<file path="src/rtl/riva_seq_div_pkg.sv">
// Shared types and elaboration-time helpers for the riva divider datapaths.
// Holds the instruction tag type, divider FSM encoding and request record.
package riva_seq_div_pkg;

  localparam int VID_W   = 4;
  localparam int DIV_AW  = 20;
  localparam int DIV_BW  = 16;
  localparam int DIV_BPC = 1;

  typedef logic [VID_W-1:0] vid_t;

  typedef enum logic [1:0] {
    DIV_IDLE,
    DIV_CALC,
    DIV_DONE
  } div_state_e;

  typedef struct packed {
    logic [DIV_AW-1:0] a;
    logic [DIV_BW-1:0] b;
    vid_t              id;
  } div_req_t;

  // Ceiling log2 with a floor of 1, so a one-entry range still gets a bit.
  function automatic int custom_clog2(input int n);
    int r;
    int v;
    r = 0;
    v = 1;
    while (v < n) begin
      v = v * 2;
      r = r + 1;
    end
    return (r == 0) ? 1 : r;
  endfunction

  // Combinational 2^p / d, intended only for constant expressions.
  function automatic int div_power2_by_int(input int p, input int d);
    return (d == 0) ? 0 : (1 << p) / d;
  endfunction

endpackage

</file>
<file path="src/rtl/riva_lead_one.sv">
// Index of the most significant set bit of vec; 0 when vec is all zeros.
module riva_lead_one
  import riva_seq_div_pkg::*;
#(
  parameter int W  = 16,
  parameter int OW = custom_clog2(W)
) (
  input  logic [W-1:0]  vec,
  output logic [OW-1:0] idx
);

  // NOTE: every combinational output gets a default before any conditional
  // write; a path that leaves it unassigned would infer a latch.
  always_comb begin
    idx = '0;
    for (int i = 0; i < W; i++) begin
      if (vec[i]) idx = OW'(i);
    end
  end

endmodule

</file>
<file path="src/rtl/riva_seq_div.sv">
// Multi-cycle unsigned divider: quotient, remainder and divide-by-zero flag,
// with a one-cycle fast path for zero and power-of-two divisors.
module riva_seq_div
  import riva_seq_div_pkg::*;
#(
  parameter int AW  = DIV_AW,
  parameter int BW  = DIV_BW,
  parameter int BPC = DIV_BPC
) (
  input  logic          clk_i,
  input  logic          rst_i,
  input  logic          flush_i,
  input  logic          in_valid_i,
  output logic          in_ready_o,
  input  logic [AW-1:0] a_i,
  input  logic [BW-1:0] b_i,
  input  vid_t          id_i,
  output logic          out_valid_o,
  input  logic          out_ready_i,
  output logic [AW-1:0] q_o,
  output logic [BW-1:0] r_o,
  output logic          div_zero_o,
  output vid_t          id_o
);

  localparam int STEPS = AW / BPC;
  localparam int CW    = custom_clog2(STEPS + 1);
  localparam int LW    = custom_clog2(BW);
  localparam logic [CW-1:0] LAST = CW'(STEPS - 1);

  if (!(BPC == 1 || BPC == 2 || BPC == 4) || (AW % BPC) != 0) begin : g_bad_bpc
    $fatal(1, "riva_seq_div: BPC must be 1, 2 or 4 and divide AW");
  end

  typedef struct packed {
    logic [AW-1:0] a;
    logic [BW-1:0] b;
    vid_t          id;
  } req_t;

  div_state_e    state_q, state_d;
  logic [BW:0]   p_q, p_d, p_step;
  logic [AW-1:0] q_q, q_d, q_step;
  logic [BW-1:0] b_q, b_d;
  logic [BW-1:0] r_q, r_d;
  logic [CW-1:0] cnt_q, cnt_d;
  logic          dz_q, dz_d;
  vid_t          id_q, id_d;

  req_t          req;
  logic [LW-1:0] lead_idx;
  logic          b_pow2;
  logic          accept;

  assign req    = '{a: a_i, b: b_i, id: id_i};
  assign b_pow2 = ((req.b & (req.b - BW'(1))) == '0);

  riva_lead_one #(.W(BW), .OW(LW)) u_lead_one (
    .vec (req.b),
    .idx (lead_idx)
  );

  assign in_ready_o  = !rst_i && !flush_i &&
                       (state_q == DIV_IDLE || (state_q == DIV_DONE && out_ready_i));
  assign accept      = in_valid_i && in_ready_o;
  assign out_valid_o = (state_q == DIV_DONE);
  assign q_o         = q_q;
  assign r_o         = r_q;
  assign div_zero_o  = dz_q;
  assign id_o        = id_q;

  // NOTE: blocking assignments here chain the BPC restoring sub-steps within
  // one cycle; each iteration reads the value the previous one produced.
  always_comb begin
    p_step = p_q;
    q_step = q_q;
    for (int s = 0; s < BPC; s++) begin
      p_step = {p_step[BW-1:0], q_step[AW-1]};
      q_step = q_step << 1;
      if (p_step >= {1'b0, b_q}) begin
        p_step    = p_step - {1'b0, b_q};
        q_step[0] = 1'b1;
      end
    end
  end

  always_comb begin
    state_d = state_q;
    p_d     = p_q;
    q_d     = q_q;
    b_d     = b_q;
    r_d     = r_q;
    cnt_d   = cnt_q;
    dz_d    = dz_q;
    id_d    = id_q;

    unique case (state_q)
      DIV_IDLE: ;
      DIV_CALC: begin
        p_d   = p_step;
        q_d   = q_step;
        cnt_d = cnt_q + CW'(1);
        if (cnt_q == LAST) begin
          state_d = DIV_DONE;
          r_d     = p_step[BW-1:0];
        end
      end
      DIV_DONE: if (out_ready_i) state_d = DIV_IDLE;
      default:  state_d = DIV_IDLE;
    endcase

    // A new request is classified identically whether it arrives in IDLE or
    // on the cycle a finished result leaves DONE.
    if (accept) begin
      b_d   = req.b;
      id_d  = req.id;
      dz_d  = 1'b0;
      cnt_d = '0;
      if (req.b == '0) begin
        q_d     = '0;
        r_d     = BW'(req.a);
        dz_d    = 1'b1;
        state_d = DIV_DONE;
      end else if (b_pow2) begin
        q_d     = req.a >> lead_idx;
        r_d     = BW'(req.a) & (req.b - BW'(1));
        state_d = DIV_DONE;
      end else begin
        p_d     = '0;
        q_d     = req.a;
        state_d = DIV_CALC;
      end
    end

    if (flush_i) state_d = DIV_IDLE;
  end

  // NOTE: sequential state uses non-blocking assignments so every register
  // samples the pre-edge values regardless of statement order.
  always_ff @(posedge clk_i) begin
    if (rst_i) begin
      state_q <= DIV_IDLE;
      p_q     <= '0;
      q_q     <= '0;
      b_q     <= '0;
      r_q     <= '0;
      cnt_q   <= '0;
      dz_q    <= 1'b0;
      id_q    <= '0;
    end else begin
      state_q <= state_d;
      p_q     <= p_d;
      q_q     <= q_d;
      b_q     <= b_d;
      r_q     <= r_d;
      cnt_q   <= cnt_d;
      dz_q    <= dz_d;
      id_q    <= id_d;
    end
  end

endmodule

</file>
<file path="config.mk">
export PLATFORM = sky130hd
export DESIGN_NAME = riva_seq_div
export DESIGN_NICKNAME = d
export VERILOG_FILES = /design/src/rtl/riva_seq_div_pkg.sv /design/src/rtl/riva_lead_one.sv /design/src/rtl/riva_seq_div.sv
export SDC_FILE = /design/constraint.sdc
export NUM_CORES = 1
export LEC_CHECK = 0
export CELL_PAD_IN_SITES_DETAIL_PLACEMENT = 0
export CELL_PAD_IN_SITES_GLOBAL_PLACEMENT = 1
export CORE_MARGIN = 5
export CORE_UTILIZATION = 40
export DETAILED_ROUTE_END_ITERATION = 6
export PLACE_DENSITY = 0.86
export SLEW_MARGIN = 20
export SYNTH_ARGS = -nofsm -noshare
export SYNTH_HDL_FRONTEND = slang
export SYNTH_SLANG_ARGS = --single-unit
</file>
<file path="constraint.sdc">
create_clock -name clk_i -period 4.83 [get_ports clk_i]
set_clock_uncertainty 0.15 [all_clocks]
set_input_delay 0.7245 -clock clk_i [delete_from_list [all_inputs] [get_ports clk_i]]
set_output_delay 0.7245 -clock clk_i [all_outputs]
set_load 0.005 [all_outputs]
</file>
# == After elaboration in Yosys (flattened, before gate mapping) ==
# Cells that the tools add are included.
# word_totals
reg_bits,81
wordCells,72
# op_classes
n_reduce_logical,14
n_eq_ne,6
n_mux,37
shifts,1
n_bitwise,2
addsub,3
order_cmp,1
# ops
operator,n
$mux W17,5
$mux W16,5
$mux W20,4
$and A16 B16 Y16,2
$logic_not A16 Y1,2
$mux W4,8
$shr A20 B4 Y20,1
$ge A17 B16 Y1,1
$sub A17 B16 Y17,1
$sub A16 B1 Y16 const B,1
$mux W2,7
$mux W3,4
$pmux W2 S3,1
$add A5 B1 Y5 const B,1
$eq A5 B5 Y1 const B,1
$logic_and A1 B1 Y1,4
$reduce_or A2 Y1,2
$mux W1,3
$ne A3 B1 Y1 const B,1
$ne A3 B3 Y1 const B,1
$reduce_and A3 Y1,1
$eq A2 B1 Y1 const B,1
$eq A2 B2 Y1 const B,1
$logic_not A1 Y1,2
4 further kinds,4

# == Longest topological paths before layout ==
# logic_depth
ltp_word,19
depth_mapped,16
depth_no_buf,15

# == By module ==
# Synthesis repeated with hierarchy kept, for this count alone.
# unflattened
hier_cells,763
hier_area_um2,6022.0
# by_module_without_submodules
mod,area_each_um2,seq_area_each_um2,instances,cells_per_inst
riva_seq_div,5880.6,1601.5,1,738
riva_lead_one,141.4,0.0,1,25

# == Worst setup path after synthesis ==
# OpenSTA, ideal clock, no wires.
# synth_path
path_type,input -> register
start,in b_i[0]
end,reg p_q[10]
path_stages,16
arrival_ns,3.948
n_path_buf,3
required_ns,4.602
setup_slack_ns,0.654
path_cell_list,nor3_2 -> nand2_1 -> or3_4 -> or3_4 -> or3_4 -> or3_4 -> or3_1 -> ha_1 -> nor3_1 -> and4_1 -> buf_2 -> nor2_2 -> or2_1 -> buf_2 -> buf_6 -> nor3_1
# synth_between
elab_chain_len,6
elab_cells_between_ends,7
# synth_rtl
element,line_no,source
from (decl),riva_seq_div.sv:16,"input logic [BW-1:0] b_i,"
$sub A16 B1 Y16,riva_seq_div.sv:56,assign b_pow2 = ((req.b & (req.b - BW'(1))) == '0);
$and A16 B16 Y16,riva_seq_div.sv:56,
$logic_not A16 Y1,riva_seq_div.sv:56,
$mux W17,riva_seq_div.sv:124,end else if (b_pow2) begin
$mux W17 (*),riva_seq_div.sv:119,if (req.b == '0) begin
$mux W17 (*),riva_seq_div.sv:114,if (accept) begin
to (signal assigned),riva_seq_div.sv:152,p_q <= p_d;
to (decl),riva_seq_div.sv:42,"logic [BW:0] p_q, p_d, p_step;"
# Mark *: on every way between the ends. The rest lies on a longest branch, timed or not.
# A chain may end at the register's enable or synchronous reset.

# == Worst setup path in the final report ==
# layout_path
start,in b_i[0]
end,reg q_q[0] (netlist: q_o[0])
# layout_between
elab_chain_len,6
elab_cells_between_ends,7
# layout_rtl
element,line_no,source
$sub A16 B1 Y16,riva_seq_div.sv:56,
$and A16 B16 Y16,riva_seq_div.sv:56,
$logic_not A16 Y1,riva_seq_div.sv:56,
$mux W20,riva_seq_div.sv:124,
$mux W20 (*),riva_seq_div.sv:119,
$mux W20 (*),riva_seq_div.sv:114,
to (signal assigned),riva_seq_div.sv:153,q_q <= q_d;
to (decl),riva_seq_div.sv:43,"logic [AW-1:0] q_q, q_d, q_step;"
# Marked as above.

==> results.json <==
{
  "synth_edf_count": 0,
  "row_count": 43,
  "p_comb_frac": 0.258,
  "post-place-ws_ns": -0.0281,
  "maxSlewHeadroom": 0.379,
  "die_h_um": 129,
  "gp_congestion": 0.947,
  "fin_hold_ws_ns": 0.301,
  "synthArstFlopShare": 0,
  "yosys.area_share.adder": 0.0781,
  "cts.sinks": 80,
  "totalWireLength_um": 19200,
  "placed_cells": 975,
  "slew_viol_final": 0,
  "wl_per_cell_um": 19.4,
  "grt_pass1_vias": 5626,
  "clk_root_buffer_cell": "clkbuf_16",
  "ctsHtreeMaxLevel": 3,
  "design.core.area_mm2": 0.0139,
  "netlist_area_mm2": 0.00571,
  "ant_nets": 0,
  "setup_ws_ns": 0.304,
  "power_frac_seq": 0.353,
  "muxShareOfSynthArea": 0.107,
  "first_pass_iters": 5,
  "initial_core_util": 0.409,
  "fp.dieArea_mm2": 0.0168,
  "grt_usage": 0.230,
  "fin_nets": 886,
  "cts_tree": "built",
  "cts.clk_slew.worst_paths_ns": 0.06,
  "crit_path_end_kind": "flip-flop",
  "ir_drop_uv": 218,
  "vias": 5917,
  "post-route-period-util": 0.937,
  "p_sw_mw": 0.609,
  "setup_viol": 0,
  "crit_fanout": 12,
  "hold_buffers": 0,
  "grt_pass1_wl_um": 30700,
  "cts-buffers-inserted": 9,
  "rsz0062_at_grt": "no",
  "worstMarginPinSlew_ns": 0.926,
  "drcViolationCount": 0,
  "synth_xor_xnor_area_share": 0.0230,
  "drive_above_1_share": 0.102,
  "area_growth_pct": 27.3,
  "power-per-cell-area_mw_per_mm2": 269,
  "critical_path_arrival_ns": 4.58,
  "synth_top_family_by_area": "compound AO/OA/AOI/OAI gates",
  "clockPowerShare": 0.390,
  "cts_buffer_depth": 2,
  "cellLeakagePower_nw": 2.74,
  "ys_warn_count": 0,
  "cts_setup_buffers": 0,
  "min_period_ns": 4.53,
  "internal_power_mw": 1.35,
  "path_class": "input pin to flip-flop",
  "drt_iter0_drc": 544,
  "ys_types": 70,
  "die-width_um": 129,
  "post_cts_resized": 0,
  "required_ns": 4.89,
  "ys_seq_area_frac": 0.281,
  "grt_start_max_net_pins": 47,
  "dpl.hpwl_um": 14800,
  "finalHoldViolCount": 0,
  "clkLatencyLatePin_ns": 0.34,
  "min_path_type": "flip-flop to flip-flop",
  "synth-simple-area-share": 0.222,
  "final_area_mm2": 0.00726,
  "post-route-util": 0.521,
  "synth-compound-area-share": 0.238,
  "viasPerCell": 5.97,
  "max_freq_mhz": 221,
  "cp-start-kind": "input pin",
  "placed_area_mm2": 0.00693,
  "layoutNonFillerInstCount": 991,
  "ys_ff_latch": 80,
  "num_io_pins": 88,
  "synth.net_count": 794,
  "most-common-layout-cells": "nand2_1 (89), clkdlybuf4s50_1 (86), dfxtp_1 (80), a21oi_1 (62), mux2i_1 (52)",
  "antenna_found_initial": 0,
  "grt_overflow": 0,
  "cap_violations": 0,
  "port_buffers": 87,
  "swShare": 0.311,
  "outcome": "finished, final reports clean",
  "diodes": 0,
  "final_common_cell": "nand2_1",
  "synthCells": 714,
  "synth-main-ff-cell": "dfxtp_1",
  "avgSynthCellArea_um2": 7.99
}
-- synth_stat cells, drive strengths merged (4+ instances only) --
library cell	count	area, um2
a222oi	13	130
a22oi	6	45.0
o31ai	4	30.0
ha	34	425
o22ai	4	25.0
or3	11	90.1
nor2	54	215
nand4	8	56.3
a211oi	24	180
nand3	27	135
o41ai	11	96.3
dfxtp	80	1600
a21oi	65	344
mux2i	52	521
nor4	8	71.3
nor3	27	140
inv	26	97.6
mux2	8	90.1
o21a	5	37.5
nor2b	7	43.8
a221oi	4	35.0
and3	6	37.5
buf	16	100
o221ai	4	35.0
nand2	90	340
clkbuf	26	97.6
xor2	8	70.1
xnor2	7	61.3
nand2b	11	68.8
o21ai	23	115
a31oi	9	56.3
-- state kept, by name, indices dropped and copies added, names as in the netlist --
| name | cells |
|---|---|
| b_q | 16 |
| cnt_q | 5 |
| div_zero_o | 1 |
| id_o | 4 |
| p_q | 16 |
| q_o | 20 |
| r_o | 16 |
| state_q | 2 |
-- per-stage QoR --
stage	setup TNS, ns	total power, mW
after floorplan	0	1.03
after global placement	0	1.19
after detailed placement	-0.0409	1.20
after CTS	0	1.96
after global routing	0	2.05
final	0	1.96
-- power groups by stage --
stage / Clock, mW / Combinational [mW] / Sequential [mW]
6_report: 0.763 / 0.504 / 0.690
5_1_grt: 0.811 / 0.551 / 0.692
4_1_cts: 0.776 / 0.498 / 0.690
2_1_floorplan: 0 / 0.324 / 0.702
3_3_place_gp: 0 / 0.489 / 0.704
3_5_place_dp: 0 / 0.495 / 0.705
-- final cells by class --
class                           count  area (um2)
Multi-Input combinational cell    566        3850
Sequential cell                    80        1600
Clock buffer                       10         239
Tap cell                          180         225
Fill cell                        1322        6670
Timing Repair Buffer              123        1160
Inverter                           26        97.6
Clock inverter                      6        91.3
-- path summary, 6_finish.rpt --
check / depth (start not counted) / slack (ns) / startpoint / end
worst max-delay path: 15 / 0.30 / b_i[0] / q_o[0]
worst min-delay path: 2 / 0.30 / b_q[3] / b_q[3]
worst max register to register: 10 / 1.22 / b_q[1] / r_o[8]
worst min register to register: 2 / 0.30 / b_q[3] / b_q[3]
-- worst max-delay path, stage by stage --
cell and delay, ns:
clkdlybuf4s50_1 0.43, nor3_2 0.19, nand2_1 0.10, or3_4 0.34
or3_4 0.34, or3_4 0.34, or3_4 0.33, or3_1 0.32
ha_1 0.19, nor3_1 0.18, and4_1 0.31, nor2_2 0.16
buf_4 0.19, a221oi_1 0.33, a21oi_1 0.10
-- layer usage --
layer  up-vias  GRT usage  part of all wire
li1       2849          -                 -
met1      2770      0.337              0.47
met2       269      0.341              0.43
met3        29     0.0491             0.080
met4         0     0.0617             0.019
met5         -          0                 0
-- kinds of logic after synthesis --
kind of cell,Yosys count
AO/OA/AOI/OAI,198
multiplexers,60
XOR/XNOR,15
AND/OR/NAND/NOR,258
flip-flops,80
adder cells (fa/ha/maj),35
buffers and inverters,68
No activity file was read; power rests on OpenSTA's default activity.
